===== src/rtl/isl58x_bus_rx.sv =====
`default_nettype none
`timescale 1ns / 1ps
// ============================================================================
// Module   : isl58x_bus_rx
// Purpose  : Receive side of the ISL58315 parallel laser-driver interface.
//            Synchronises D/CLK/RTZ/LOWP/CE into clk_i, recovers words on
//            CLK edges and presents them on a first-word-fall-through
//            valid/ready stream.
// Revision : 1.0  initial release
// ============================================================================
module isl58x_bus_rx #(
  parameter int DW          = 15,
  parameter int FIFO_DEPTH  = 16,
  parameter int SYNC_STAGES = 2,
  parameter int CNT_W       = 16
) (
  input  logic             clk_i,
  input  logic             rst_n_i,
  input  logic [DW-1:0]    isl58x_D_i,
  input  logic             isl58x_CLK_i,
  input  logic             isl58x_RTZ_i,
  input  logic             isl58x_LOWP_i,
  input  logic             isl58x_CE_i,
  input  logic [1:0]       isl58x_DATA_MODE_i,
  output logic [DW+1:0]    m_data_o,
  output logic             m_valid_o,
  input  logic             m_ready_i,
  output logic             ovf_o,
  input  logic             ovf_clr_i,
  output logic             mode_err_o,
  output logic             busy_o,
  output logic [CNT_W-1:0] sample_cnt_o
);

  localparam int AW = $clog2(FIFO_DEPTH);
  localparam int WW = DW + 2;

  typedef enum logic [1:0] {
    IDLE   = 2'd0,
    ARM    = 2'd1,
    ACTIVE = 2'd2,
    ERR    = 2'd3
  } state_t;

  logic [SYNC_STAGES-1:0]         ce_sync;
  logic [SYNC_STAGES-1:0]         clk_sync;
  logic [SYNC_STAGES-1:0]         rtz_sync;
  logic [SYNC_STAGES-1:0]         lowp_sync;
  logic [SYNC_STAGES-1:0][1:0]    mode_sync;
  logic [SYNC_STAGES-1:0][DW-1:0] d_sync;

  // Word and strobe one stage past the synchronisers, kept aligned so the
  // data is taken at the same depth as the CLK sample showing the new level.
  logic          clk_q;
  logic          clk_qq;
  logic [WW-1:0] word_q;

  state_t state;
  logic   mode_both;

  logic [WW-1:0] mem [FIFO_DEPTH];
  logic [AW:0]   wr_ptr;
  logic [AW:0]   rd_ptr;
  logic [WW-1:0] last_data;

  logic ce_s;
  logic rise;
  logic fall;
  logic capture;
  logic empty;
  logic full;
  logic rd_en;
  logic wr_en;
  logic drop;

  assign ce_s    = ce_sync[SYNC_STAGES-1];
  assign rise    = clk_q & ~clk_qq;
  assign fall    = ~clk_q & clk_qq;
  assign capture = (state == ACTIVE) & ce_s & (rise | (mode_both & fall));

  assign empty = (wr_ptr == rd_ptr);
  assign full  = (wr_ptr[AW] != rd_ptr[AW]) && (wr_ptr[AW-1:0] == rd_ptr[AW-1:0]);
  // A read frees a slot in the same cycle, so a full FIFO still accepts a write
  assign rd_en = ~empty & m_ready_i;
  assign wr_en = capture & (~full | rd_en);
  assign drop  = capture & full & ~rd_en;

  assign m_valid_o = ~empty;
  assign m_data_o  = empty ? last_data : mem[rd_ptr[AW-1:0]];

  // Synchroniser chains for every interface pin plus the alignment stage
  always_ff @(posedge clk_i) begin
    if (!rst_n_i) begin
      ce_sync   <= '0;
      clk_sync  <= '0;
      rtz_sync  <= '0;
      lowp_sync <= '0;
      mode_sync <= '0;
      d_sync    <= '0;
      clk_q     <= 1'b0;
      clk_qq    <= 1'b0;
      word_q    <= '0;
    end else begin
      ce_sync   <= {ce_sync[SYNC_STAGES-2:0], isl58x_CE_i};
      clk_sync  <= {clk_sync[SYNC_STAGES-2:0], isl58x_CLK_i};
      rtz_sync  <= {rtz_sync[SYNC_STAGES-2:0], isl58x_RTZ_i};
      lowp_sync <= {lowp_sync[SYNC_STAGES-2:0], isl58x_LOWP_i};
      mode_sync <= {mode_sync[SYNC_STAGES-2:0], isl58x_DATA_MODE_i};
      d_sync    <= {d_sync[SYNC_STAGES-2:0], isl58x_D_i};
      clk_q     <= clk_sync[SYNC_STAGES-1];
      clk_qq    <= clk_q;
      word_q    <= {rtz_sync[SYNC_STAGES-1], lowp_sync[SYNC_STAGES-1],
                    d_sync[SYNC_STAGES-1]};
    end
  end

  // Capture state machine; CE low wins over every other transition
  always_ff @(posedge clk_i) begin
    if (!rst_n_i) begin
      state      <= IDLE;
      mode_both  <= 1'b0;
      busy_o     <= 1'b0;
      mode_err_o <= 1'b0;
    end else if (!ce_s) begin
      state      <= IDLE;
      busy_o     <= 1'b0;
      mode_err_o <= 1'b0;
    end else begin
      case (state)
        IDLE: begin
          mode_both <= mode_sync[SYNC_STAGES-1][0];
          if (mode_sync[SYNC_STAGES-1][1]) begin
            state      <= ERR;
            mode_err_o <= 1'b1;
          end else begin
            state  <= ARM;
            busy_o <= 1'b1;
          end
        end
        // A CLK already high at CE rise must fall before anything is captured
        ARM: begin
          if (!clk_q) state <= ACTIVE;
        end
        default: state <= state;
      endcase
    end
  end

  // FIFO storage; contents need no reset because the pointers gate them
  always_ff @(posedge clk_i) begin
    if (wr_en) mem[wr_ptr[AW-1:0]] <= word_q;
  end

  // Pointers, held output word, overflow flag and write counter
  always_ff @(posedge clk_i) begin
    if (!rst_n_i) begin
      wr_ptr       <= '0;
      rd_ptr       <= '0;
      last_data    <= '0;
      ovf_o        <= 1'b0;
      sample_cnt_o <= '0;
    end else begin
      if (wr_en) begin
        wr_ptr       <= wr_ptr + (AW+1)'(1);
        sample_cnt_o <= sample_cnt_o + CNT_W'(1);
      end
      if (rd_en) begin
        rd_ptr    <= rd_ptr + (AW+1)'(1);
        last_data <= mem[rd_ptr[AW-1:0]];
      end
      if (drop) ovf_o <= 1'b1;
      else if (ovf_clr_i) ovf_o <= 1'b0;
    end
  end

endmodule
`default_nettype wire


===== config.mk =====
export PLATFORM = sky130hd
export DESIGN_NAME = isl58x_bus_rx
export DESIGN_NICKNAME = d
export VERILOG_FILES = /design/src/rtl/isl58x_bus_rx.sv
export SDC_FILE = /design/constraint.sdc
export NUM_CORES = 1
export LEC_CHECK = 0
export BUFFER_PORTS_ARGS = -buffer_cell sky130_fd_sc_hd__buf_2
export CAP_MARGIN = 0
export CORE_AREA = 4 4 159 161
export DETAILED_ROUTE_END_ITERATION = 12
export DIE_AREA = 0 0 163 165
export PLACE_DENSITY = 0.86
export REMOVE_ABC_BUFFERS = 1
export SLEW_MARGIN = 10
export SYNTH_ARGS = -nofsm -noshare
export SYNTH_HDL_FRONTEND = slang
export SYNTH_SLANG_ARGS = --single-unit

===== constraint.sdc =====
create_clock -name clk_i -period 3.7 [get_ports clk_i]
set_input_delay 0.555 -clock clk_i [delete_from_list [all_inputs] [get_ports clk_i]]
set_output_delay 0.555 -clock clk_i [all_outputs]
set_load 0.02 [all_outputs]

==> results of run 1 <==
-- metal layers --
layer	vias to the layer above	part of all wire (%)
li1	3371	-
met1	3789	37
met2	370	52
met3	70	8.4
met4	0	3.2
met5	-	0
-- worst min-delay path by stage --
stage,start,end,cells past startpoint,slack (ns)
after floorplan,ce_sync[0]$_SDFF_PN0_,ce_sync[1]$_SDFF_PN0_,1,0.41
after global placement,rtz_sync[0]$_SDFF_PN0_,rtz_sync[1]$_SDFF_PN0_,1,0.41
after detailed placement,d_sync[19]$_SDFF_PN0_,word_q[4]$_SDFF_PN0_,1,0.42
after CTS,isl58x_D_i[8],d_sync[8]$_SDFF_PN0_,2,0.22
after global routing,isl58x_D_i[8],d_sync[8]$_SDFF_PN0_,2,0.22
final,isl58x_D_i[8],d_sync[8]$_SDFF_PN0_,2,0.23
-- stage by stage --
stage               worst slack [ns]  hold slack [ns]  utilization, %  area, µm²  setup TNS [ns]
floorplan                     -0.972            0.412               -      14200          -23.32
global placement               0.851            0.413            63.5      15200               0
detailed placement             0.796            0.418            63.5      15200               0
CTS                            0.225            0.221            68.8      16500               0
global route                   0.100            0.224            68.8      16500               0
finish                         0.246            0.235            68.8      16500               0
-- synthesized netlist by cell type (all sizes together), types with 15 or more instances --
cell | number | area, µm²
mux2 | 17 | 191
dfxtp | 114 | 2280
edfxtp | 272 | 8170
mux2i | 30 | 300
a22oi | 34 | 255
and3 | 15 | 93.8
buf | 18 | 98.8
mux4 | 68 | 1530
nor2 | 42 | 158
clkbuf | 25 | 93.8
and2 | 64 | 400
nand2 | 42 | 160
-- registers in the layout, indices dropped and copies added, names as in the netlist, 2 cells and up, named ones only --
| signal | flops |
|---|---|
| mem | 272 |
| d_sync | 30 |
| last_data | 17 |
| word_q | 17 |
| sample_cnt_o | 16 |
| rd_ptr | 5 |
| wr_ptr | 5 |
| mode_sync | 4 |
| ce_sync | 2 |
| clk_sync | 2 |
| lowp_sync | 2 |
| rtz_sync | 2 |
| state | 2 |
-- layout make-up --
cell class / count / area, µm²
Clock buffer: 56 / 1120
Clock inverter: 15 / 149
Fill cell: 1519 / 7480
Inverter: 8 / 30.0
Multi-Input combinational cell: 395 / 3730
Sequential cell: 386 / 10500
Tap cell: 324 / 405
Timing Repair Buffer: 94 / 591
-- power breakdown --
| part | leakage (µW) | internal, µW | total, µW | switching, µW |
|---|---|---|---|---|
| Combinational | 0.00169 | 27.0 | 60.1 | 33.1 |
| Clock | 0.000619 | 2320 | 3860 | 1540 |
| Sequential | 0.00319 | 4620 | 4640 | 25.0 |
| Total | 0.00551 | 6960 | 8560 | 1600 |
-- kinds of logic (layout without fill, tap and decap cells) --
| logic type | Yosys count | in the layout | synth area share [%] |
|---|---|---|---|
| DFF | 386 | 386 | 72.7 |
| and+or+nand+nor | 202 | 202 | 7.46 |
| muxes | 115 | 115 | 14.1 |
| AOI/OAI and AO/OA | 60 | 60 | 2.90 |
| buffers and inverters | 51 | 173 | 1.55 |
| xor gates and xnor gates | 12 | 12 | 0.784 |
| adders and majority gates | 6 | 6 | 0.522 |
-- layout by cell type, fill, tap and decap left out, drive strengths merged, types with 6 or more instances in the layout --
| master | instances |
|---|---|
| a21oi | 12 |
| a22oi | 34 |
| and2 | 64 |
| and3 | 15 |
| buf | 94 |
| clkbuf | 56 |
| clkinv | 12 |
| dfxtp | 114 |
| edfxtp | 272 |
| ha | 6 |
| inv | 7 |
| mux2 | 17 |
| mux2i | 30 |
| mux4 | 68 |
| nand2 | 42 |
| nand2b | 10 |
| nand4 | 6 |
| nor2 | 42 |
| xnor2 | 7 |
==> impl_summary.txt, run 1 <==
----------------------------------------------------
[Critical path]
  Worst-path cell chain ... xor2_1 -> nor4_4 -> nand2_2 -> mux2_2 -> buf_2
  Kind of start point of the critical path ... flop
  Endpoint of the worst-slack reg-to-reg timing path ... mem[13][2]$_DFFE_PP_
  Crit-path max cell delay ... 0.62 ns
  Required @ worst endpoint ... 3.14 ns
  Cell depth of the worst flop-to-flop path ... 5
  RR Startpoint ... clk_q$_SDFF_PN0_
  Critical path class ... reg2out
  Register-to-register setup slack ... 1.12 ns
  Max Fanout on Critical Path ... 18
  Cell depth of the worst setup path ... 5
  Arrival time worst endpoint ... 2.90 ns
  Critical path destination ... m_data_o[6]
  Worst path top cell family by delay ... simple AND/OR/NAND/NOR gates
  Endpoint class of the critical path ... primary output
  Bufs and invs on worst path ... 1
  Cell at the slowest stage of the critical path ... nor4_4
  CP startpoint ... wr_ptr[1]$_SDFFE_PN0P_

[Drt]
  DR vias/cell ... 5.95
  Initial DRT Pass Iterations ... 5
  Routed wirelength normalized by instance count ... 23.7 µm
  Final wirelength ... 30,300 µm
  DRT iter0 DRCs ... 957
  DRC violation count after routing ... 0
  Total number of vias ... 7,600
  Post-detailed-route count of antenna-violating nets ... 0

[Global route]
  Initial antenna violation count ... 0
  GR Util met2 ... 40.5%
  Overall overflow remaining after global route ... 0
  Global-route track usage on met3 ... 4.99%
  Met1 track demand over resource ... 30.7%
  Maximum number of pins on one net before global-route repair ... 83
  Global-route wire length before repair ... 47,100 µm
  Most heavily used metal layer in global routing ... met2
  Via count of the first global-routing pass ... 7,826
  Total routing usage reported by global routing ... 23.7%

[Clocking]
  Clock buffer count from CTS ... 39
  Hold-fix buffer count after cts ... 0
  Clock transition at path regs ... 0.06 ns
  Insertion delay to the later sink of the worst-skew pair ... 0.52 ns
  H-tree lvl count ... 2
  Max clock buf depth ... 3
  Setup repair bufs after CTS ... 0
  Clock Root Buffer ... clkbuf_16
  Clock sink total ... 386
  TritonCTS clock tree ... yes
  Count of instances resized after the clock tree is built ... 0

[Die]
  Die width ... 163 µm
  Effective utilization at floorplan ... 60.0%
  Ports placed on the boundary ... 62
  Core Box Area ... 24,000 µm²
  Number of rows in the core area ... 57
  Die boundary height ... 165 µm
  Die area ... 26,900 µm²

[Placement]
  DPL Wire Length ... 16,600 µm
  Weighted congestion at the end of routability-driven global placement ... 0.769
  Number of instances in the placed design ... 1,207
  Count of input and output buffers ... 61

[Final layout]
  Antenna diode instance count ... 0
  Share of final-layout standard cells stronger than drive strength 1 ... 25.5%
  Total number of nets in the final design ... 955
  Number of standard cells in the layout, taps in and fillers out ... 1,278
  Area added between synthesis and finish ... 14.7%

[STA]
  Final clock skew ... 0.0112 ns
  Highest clock frequency the design can meet ... 290 MHz
  Unrepaired setup endpoints after global routing ... false
  Final slew viol count ... 0
  Total count of hold-check failures in the final report ... 0
  Post-route fraction of the period consumed by the critical path ... 93.4%
  Final setup viols ... 0
  Min Clock Period, post-route ... 3.45 ns
  Worst slew margin relative to its limit ... 50.2%
  Pin slew with the least headroom to its limit ... 0.747 ns

[Synth]
  Synth Flop Type ... edfxtp_1
  Mean Syn Cell Area ... 17.3 µm²
  FFs w/ async S/R, synth ... 0%
  Number of enable-type register cells in the synthesized netlist ... 272
  Seq/Total Area, Yosys ... 72.7%
  Count of state elements after synthesis ... 386
  Distinct cells, synth ... 44
  Yosys warning total ... 0
  Post-Synthesis Cells ... 832
  Syn Std Cell Area ... 14,400 µm²

[Hold path]
  Worst min path class ... in2reg

[Power]
  Power Total ... 8560 µW
  P per Cell Area ... 520 nW/µm²
  Total leakage power ... 0.00551 µW
  Worst-case vdd ir drop ... 362 µV

[Job]
  Number of maximum-capacitance violations ... 0

[Run status]
  Outcome ... completed

----------------------------------------------------
No activity file was read; power rests on OpenSTA's default activity.
==> inputs of run 2 (changes only) <==
--- a/constraint.sdc
+++ b/constraint.sdc
@@ -3,2 +3,2 @@
 set_output_delay 0.555 -clock clk_i [all_outputs]
-set_load 0.02 [all_outputs]
+set_load 0.1 [all_outputs]
==> run 2 against run 1 <==
Net effect: core utilization barely moved; first-iteration DRC count fell by 9.9%; critical path type unchanged; highest routed layer unchanged; fmax fell by 0.99%; via count rose by 1.2%.
==> impl_summary.txt, run 2 (synthesized netlist as in run 1, its figures left out) <==
----------------------------------------------------
[Run status]
  Outcome ... completed

[STA]
  Total count of hold-check failures in the final report ... 0
  Hold slack final ... 0.241 ns
  Pin slew with the least headroom to its limit ... 0.764 ns
  Final setup viols ... 0
  Final clock skew ... 0.0160 ns
  Post-route worst setup slack ... 0.211 ns
  Final slew viol count ... 0
  Unrepaired setup endpoints after global routing ... false
  Worst slew margin relative to its limit ... 48.8%
  Post-route fraction of the period consumed by the critical path ... 94.3%
  Highest clock frequency the design can meet ... 287 MHz
  Min Clock Period, post-route ... 3.49 ns

[Clocking]
  Setup repair bufs after CTS ... 0
  TritonCTS clock tree ... yes
  Max clock buf depth ... 3
  Clock transition at path regs ... 0.06 ns
  Count of instances resized after the clock tree is built ... 0
  Clock buffer count from CTS ... 38
  Clock sink total ... 386
  Insertion delay to the later sink of the worst-skew pair ... 0.52 ns
  Clock Root Buffer ... clkbuf_16
  H-tree lvl count ... 2
  Hold-fix buffer count after cts ... 0

[Critical path]
  Required @ worst endpoint ... 3.14 ns
  Max Fanout on Critical Path ... 23
  Arrival time worst endpoint ... 2.93 ns
  Critical path class ... reg2out
  Kind of start point of the critical path ... flop
  Endpoint class of the critical path ... primary output

[Global route]
  Via count of the first global-routing pass ... 7,759
  Global-route wire length before repair ... 46,300 µm
  Maximum number of pins on one net before global-route repair ... 83
  Initial antenna violation count ... 0
  Overall overflow remaining after global route ... 0
  Total routing usage reported by global routing ... 23.2%

[Power]
  Worst-case vdd ir drop ... 276 µV
  P per Cell Area ... 511 nW/µm²
  Power Total ... 8430 µW
  Total leakage power ... 0.00551 µW

[Die]
  Die boundary height ... 165 µm
  Die area ... 26,900 µm²
  Die width ... 163 µm
  Number of rows in the core area ... 57
  Core Box Area ... 24,000 µm²
  Effective utilization at floorplan ... 60.0%
  Ports placed on the boundary ... 62

[Placement]
  Post-place setup slack ... 0.784 ns
  Weighted congestion at the end of routability-driven global placement ... 0.760
  Count of input and output buffers ... 61
  DPL Wire Length ... 16,700 µm

[Final layout]
  Highest-count cells in the layout ignoring fill and taps ... 272 x edfxtp_1, 112 x dfxtp_1, 68 x mux4_2
  Area of combinational cells with multiple inputs ... 3730 µm²
  Antenna diode instance count ... 0
  Utilization of the core after routing ... 68.8%
  Area added between synthesis and finish ... 14.6%
  Most common cell after layout, fill and taps aside ... edfxtp_1
  Filler instances ... 1,525
  Share of final-layout standard cells stronger than drive strength 1 ... 25.9%
  Total number of nets in the final design ... 961
  Max FFs per register ... 272
  Sequential cell area in the final layout ... 10,500 µm²

[Drt]
  Total number of vias ... 7,691
  DRC violation count after routing ... 0
  Final wirelength ... 30,400 µm
  Routed wirelength normalized by instance count ... 23.7 µm
  Post-detailed-route count of antenna-violating nets ... 0
  DR vias/cell ... 5.99
  DRT iter0 DRCs ... 862
  Initial DRT Pass Iterations ... 5

[Hold path]
  Worst min path class ... in2reg

[Job]
  Number of maximum-capacitance violations ... 0

----------------------------------------------------
[run 2: stage by stage]
step | area (µm²) | instances | setup TNS [ns]
detailed placement | 15300 | 1214 | 0
global route | 16500 | 1284 | 0
finish | 16500 | 1284 | 0
floorplan | 14200 | 789 | -26.13
global placement | 15300 | 1214 | 0
CTS | 16500 | 1284 | 0
[run 2: final timing paths]
| path | from | end | slack [ns] | cells past startpoint |
|---|---|---|---|---|
| worst max-delay path | flop | m_data_o[7] | 0.21 | 6 |
| worst min-delay path | isl58x_D_i[5] | d_sync[5]$_SDFF_PN0_ | 0.24 | 2 |
| worst max register to register | wr_ptr[2]$_SDFFE_PN0P_ | mem[12][6]$_DFFE_PP_ | 0.94 | 6 |
| worst min register to register | d_sync[26]$_SDFF_PN0_ | word_q[11]$_SDFF_PN0_ | 0.42 | 1 |
[run 2: routing by layer]
metal / vias to the layer above / global-route usage, % / wire (µm)
met5: - / 0 / 0
met4: 0 / 7.59 / 891
met3: 70 / 4.17 / 2620
met2: 381 / 40.5 / 15700
met1: 3855 / 30.0 / 11200
li1: 3385 / - / -
[run 2: area by class of cell]
type	instances	area share (%)
multi-input cells	395	22.6
well taps	324	2.46
repair buffers	101	3.90
flip-flops and latches	386	63.5
inverters	8	0.182
clock inverters	9	0.448
clock buffers	61	6.93
[run 2: critical path: stages (launching register included)]
cell and delay [ns]:
dfxtp_2 0.80, buf_4 0.34, mux4_2 0.34, a22oi_1 0.21, nand2_1 0.15, mux2_2 0.28, buf_2 0.29
[run 2: where the power goes]
group	total [µW]	switching, µW	internal, µW
logic	62.7	35.6	27.0
registers	4640	25.7	4620
clock network	3720	1530	2190
total	8430	1590	6830
==> inputs of run 3 (changes only) <==
- CORE_AREA: 4 4 159 161 -> 4 4 167 169
- DIE_AREA: 0 0 163 165 -> 0 0 171 173
- PLACE_DENSITY: 0.86 -> 0.83
- clock period: 3.7 -> 3 ns (I/O delays scaled with it)
==> run 3 against run 2 <==
Net effect: the flow now finishes with violations (negative setup slack); largest cell class unchanged; largest power group unchanged; cell count rose by 2.6%; via count grew 2.0%; non-clock buffer count is 15 higher; clock power increased by 20%.
==> impl_summary.txt, run 3 (synthesized netlist as in run 1, its figures left out) <==
----------------------------------------------------
[Critical path]
  Critical path class ... reg2out
  Cell depth of the worst flop-to-flop path ... 8
  Register-to-register setup slack ... 0.65 ns
  Arrival time worst endpoint ... 2.61 ns
  Required @ worst endpoint ... 2.55 ns
  Kind of start point of the critical path ... flop
  Endpoint class of the critical path ... primary output
  Worst path top cell family by delay ... multiplexers
  Most used cell, CP ... buf_12
  Max Fanout on Critical Path ... 5
  Bufs and invs on worst path ... 4
  Crit-path max cell delay ... 0.55 ns
  Endpoint of the worst-slack reg-to-reg timing path ... mem[3][15]$_DFFE_PP_
  RR Startpoint ... wr_ptr[2]$_SDFFE_PN0P_
  Cell at the slowest stage of the critical path ... mux4_2
  Worst-path cell chain ... buf_12 -> buf_12 -> clkbuf_16 -> mux4_2 -> a22oi_2 -> nand2_1 -> mux2_4 -> buf_12

[Hold path]
  Sink of the worst hold path ... d_sync[7]$_SDFF_PN0_
  Beginning of the worst hold path ... isl58x_D_i[7]
  Number of cells on the worst hold path ... 2
  Worst min path class ... in2reg

[Die]
  Die boundary height ... 173 µm
  Die width ... 171 µm
  Die area ... 29,600 µm²
  Ports placed on the boundary ... 62
  Core Box Area ... 26,600 µm²
  Effective utilization at floorplan ... 54.1%
  Number of rows in the core area ... 60

[STA]
  Total count of hold-check failures in the final report ... 0
  Highest clock frequency the design can meet ... 327 MHz
  Pin slew with the least headroom to its limit ... 0.791 ns
  Final sum of negative setup slack ... -0.304 ns
  Final slew viol count ... 0
  Post-route worst setup slack ... -0.0587 ns
  Final setup viols ... 11
  Unrepaired setup endpoints after global routing ... true
  Final clock skew ... 0.0162 ns
  Worst slew margin relative to its limit ... 47.3%
  Hold slack final ... 0.127 ns
  Post-route fraction of the period consumed by the critical path ... 102%
  Min Clock Period, post-route ... 3.06 ns

[Clocking]
  H-tree lvl count ... 2
  Max clock buf depth ... 3
  Clock transition at path regs ... 0.06 ns
  Hold-fix buffer count after cts ... 0
  Clock buffer count from CTS ... 39
  Clock Root Buffer ... clkbuf_16
  Insertion delay to the later sink of the worst-skew pair ... 0.53 ns
  Clock sink total ... 386
  TritonCTS clock tree ... yes

[Global route]
  Maximum number of pins on one net before global-route repair ... 83
  Initial antenna violation count ... 1
  Met1 track demand over resource ... 28.2%
  Total routing usage reported by global routing ... 21.5%
  Most heavily used metal layer in global routing ... met2
  GR Util met2 ... 35.9%
  Via count of the first global-routing pass ... 8,040
  Global-route track usage on met3 ... 4.69%
  Global-route wire length before repair ... 48,000 µm
  Overall overflow remaining after global route ... 0

[Drt]
  Total number of vias ... 7,843
  Routed wirelength normalized by instance count ... 24.8 µm
  DR vias/cell ... 5.95
  Initial DRT Pass Iterations ... 5
  DRT iter0 DRCs ... 921
  Final wirelength ... 32,700 µm
  DRC violation count after routing ... 0
  Post-detailed-route count of antenna-violating nets ... 0

[Placement]
  Placed inst area ... 15,500 µm²
  Count of input and output buffers ... 61
  Weighted congestion at the end of routability-driven global placement ... 0.773
  Post-place setup slack ... 0.433 ns
  DPL Wire Length ... 15,900 µm

[Final layout]
  Share of final-layout standard cells stronger than drive strength 1 ... 30.0%
  Max FFs per register ... 272
  Total number of nets in the final design ... 977
  Filler instances ... 1,733
  Most common cell after layout, fill and taps aside ... edfxtp_1
  Area added between synthesis and finish ... 19.8%
  Antenna diode instance count ... 0
  Highest-count cells in the layout ignoring fill and taps ... 272 x edfxtp_1, 112 x dfxtp_1, 68 x mux4_2
  Post-route cell area ... 17,200 µm²

[Run status]
  Outcome ... finished with violations
  Failing checks ... negative setup slack

[Power]
  Total leakage power ... 0.00570 µW
  Worst-case vdd ir drop ... 391 µV
  P per Cell Area ... 597 nW/µm²

[Job]
  Number of maximum-capacitance violations ... 0

----------------------------------------------------
==> run 3: changes by cell type in the layout (fill, tap and decap cells not counted), moves of 6 or more <==
cell     previous run  this run
a22oi_2             0        23
a22oi_1            34        11
mux2_2             17         6
mux2_4              0        11
buf_2              61        44
buf_12              3        25
nand2_1            41        35
==> run 3: metal layers <==
layer / vias to the layer above / routed length, µm
met2: 430 / 17100
li1: 3421 / -
met1: 3927 / 12000
met5: - / 0
met4: 0 / 805
met3: 65 / 2830
==> run 3: worst max path at each step <==
stage,from,endpoint,slack [ns],cells after the start
6_report,flop,m_data_o[5],-0.06,8
5_1_grt,flop,m_data_o[5],-0.10,8
4_1_cts,flop,m_data_o[10],-0.02,7
3_5_place_dp,flop,m_data_o[11],0.43,6
3_3_place_gp,flop,m_data_o[4],0.46,6
2_1_floorplan,flop,m_data_o[0],-1.73,4
==> run 3: cell type report <==
type	instances	area (µm²)	share of cell area, %
clock inverter	15	91.3	0.531
clock buffer	57	1080	6.25
sequential	386	10500	60.8
timing repair buffer	116	1230	7.12
multi-input combinational	395	3910	22.7
tap	341	427	2.48
inverter	8	30.0	0.174
==> run 3: repair_timing <==
item | 4_1_cts | 5_1_grt
gates resized for setup | 22 | 27
pin swaps | 4 | 14
setup buffers | 3 | 12
endpoints found under the hold margin | 0 | 0
gates cloned | 4 | 3
setup endpoints to repair | 17 | 17
==> run 3: per-stage QoR <==
stage | power, µW | utilization (%) | std cells
floorplan | 5860 | - | 789
detailed placement | 5920 | 58.3 | 1224
finish | 10300 | 64.8 | 1318
CTS | 10300 | 63.6 | 1303
global placement | 5910 | 58.3 | 1224
global route | 10600 | 64.8 | 1318
==> run 3: report_power, final <==
part,leakage [µW],internal (µW),switching [µW]
clock,0.000572,2510,1960
combinational,0.00193,35.3,46.7
sequential,0.00319,5690,32.6
total,0.00570,8240,2040
==> run 3: worst register-to-register path, cell delays in order, from the launching register on <==
cell and delay, ns:
dfxtp_1 0.51, xor2_1 0.27, nor4_4 0.07, buf_4 0.19, a21oi_2 0.15, buf_4 0.23
nand2_1 0.13, nor3_2 0.11, buf_4 0.33
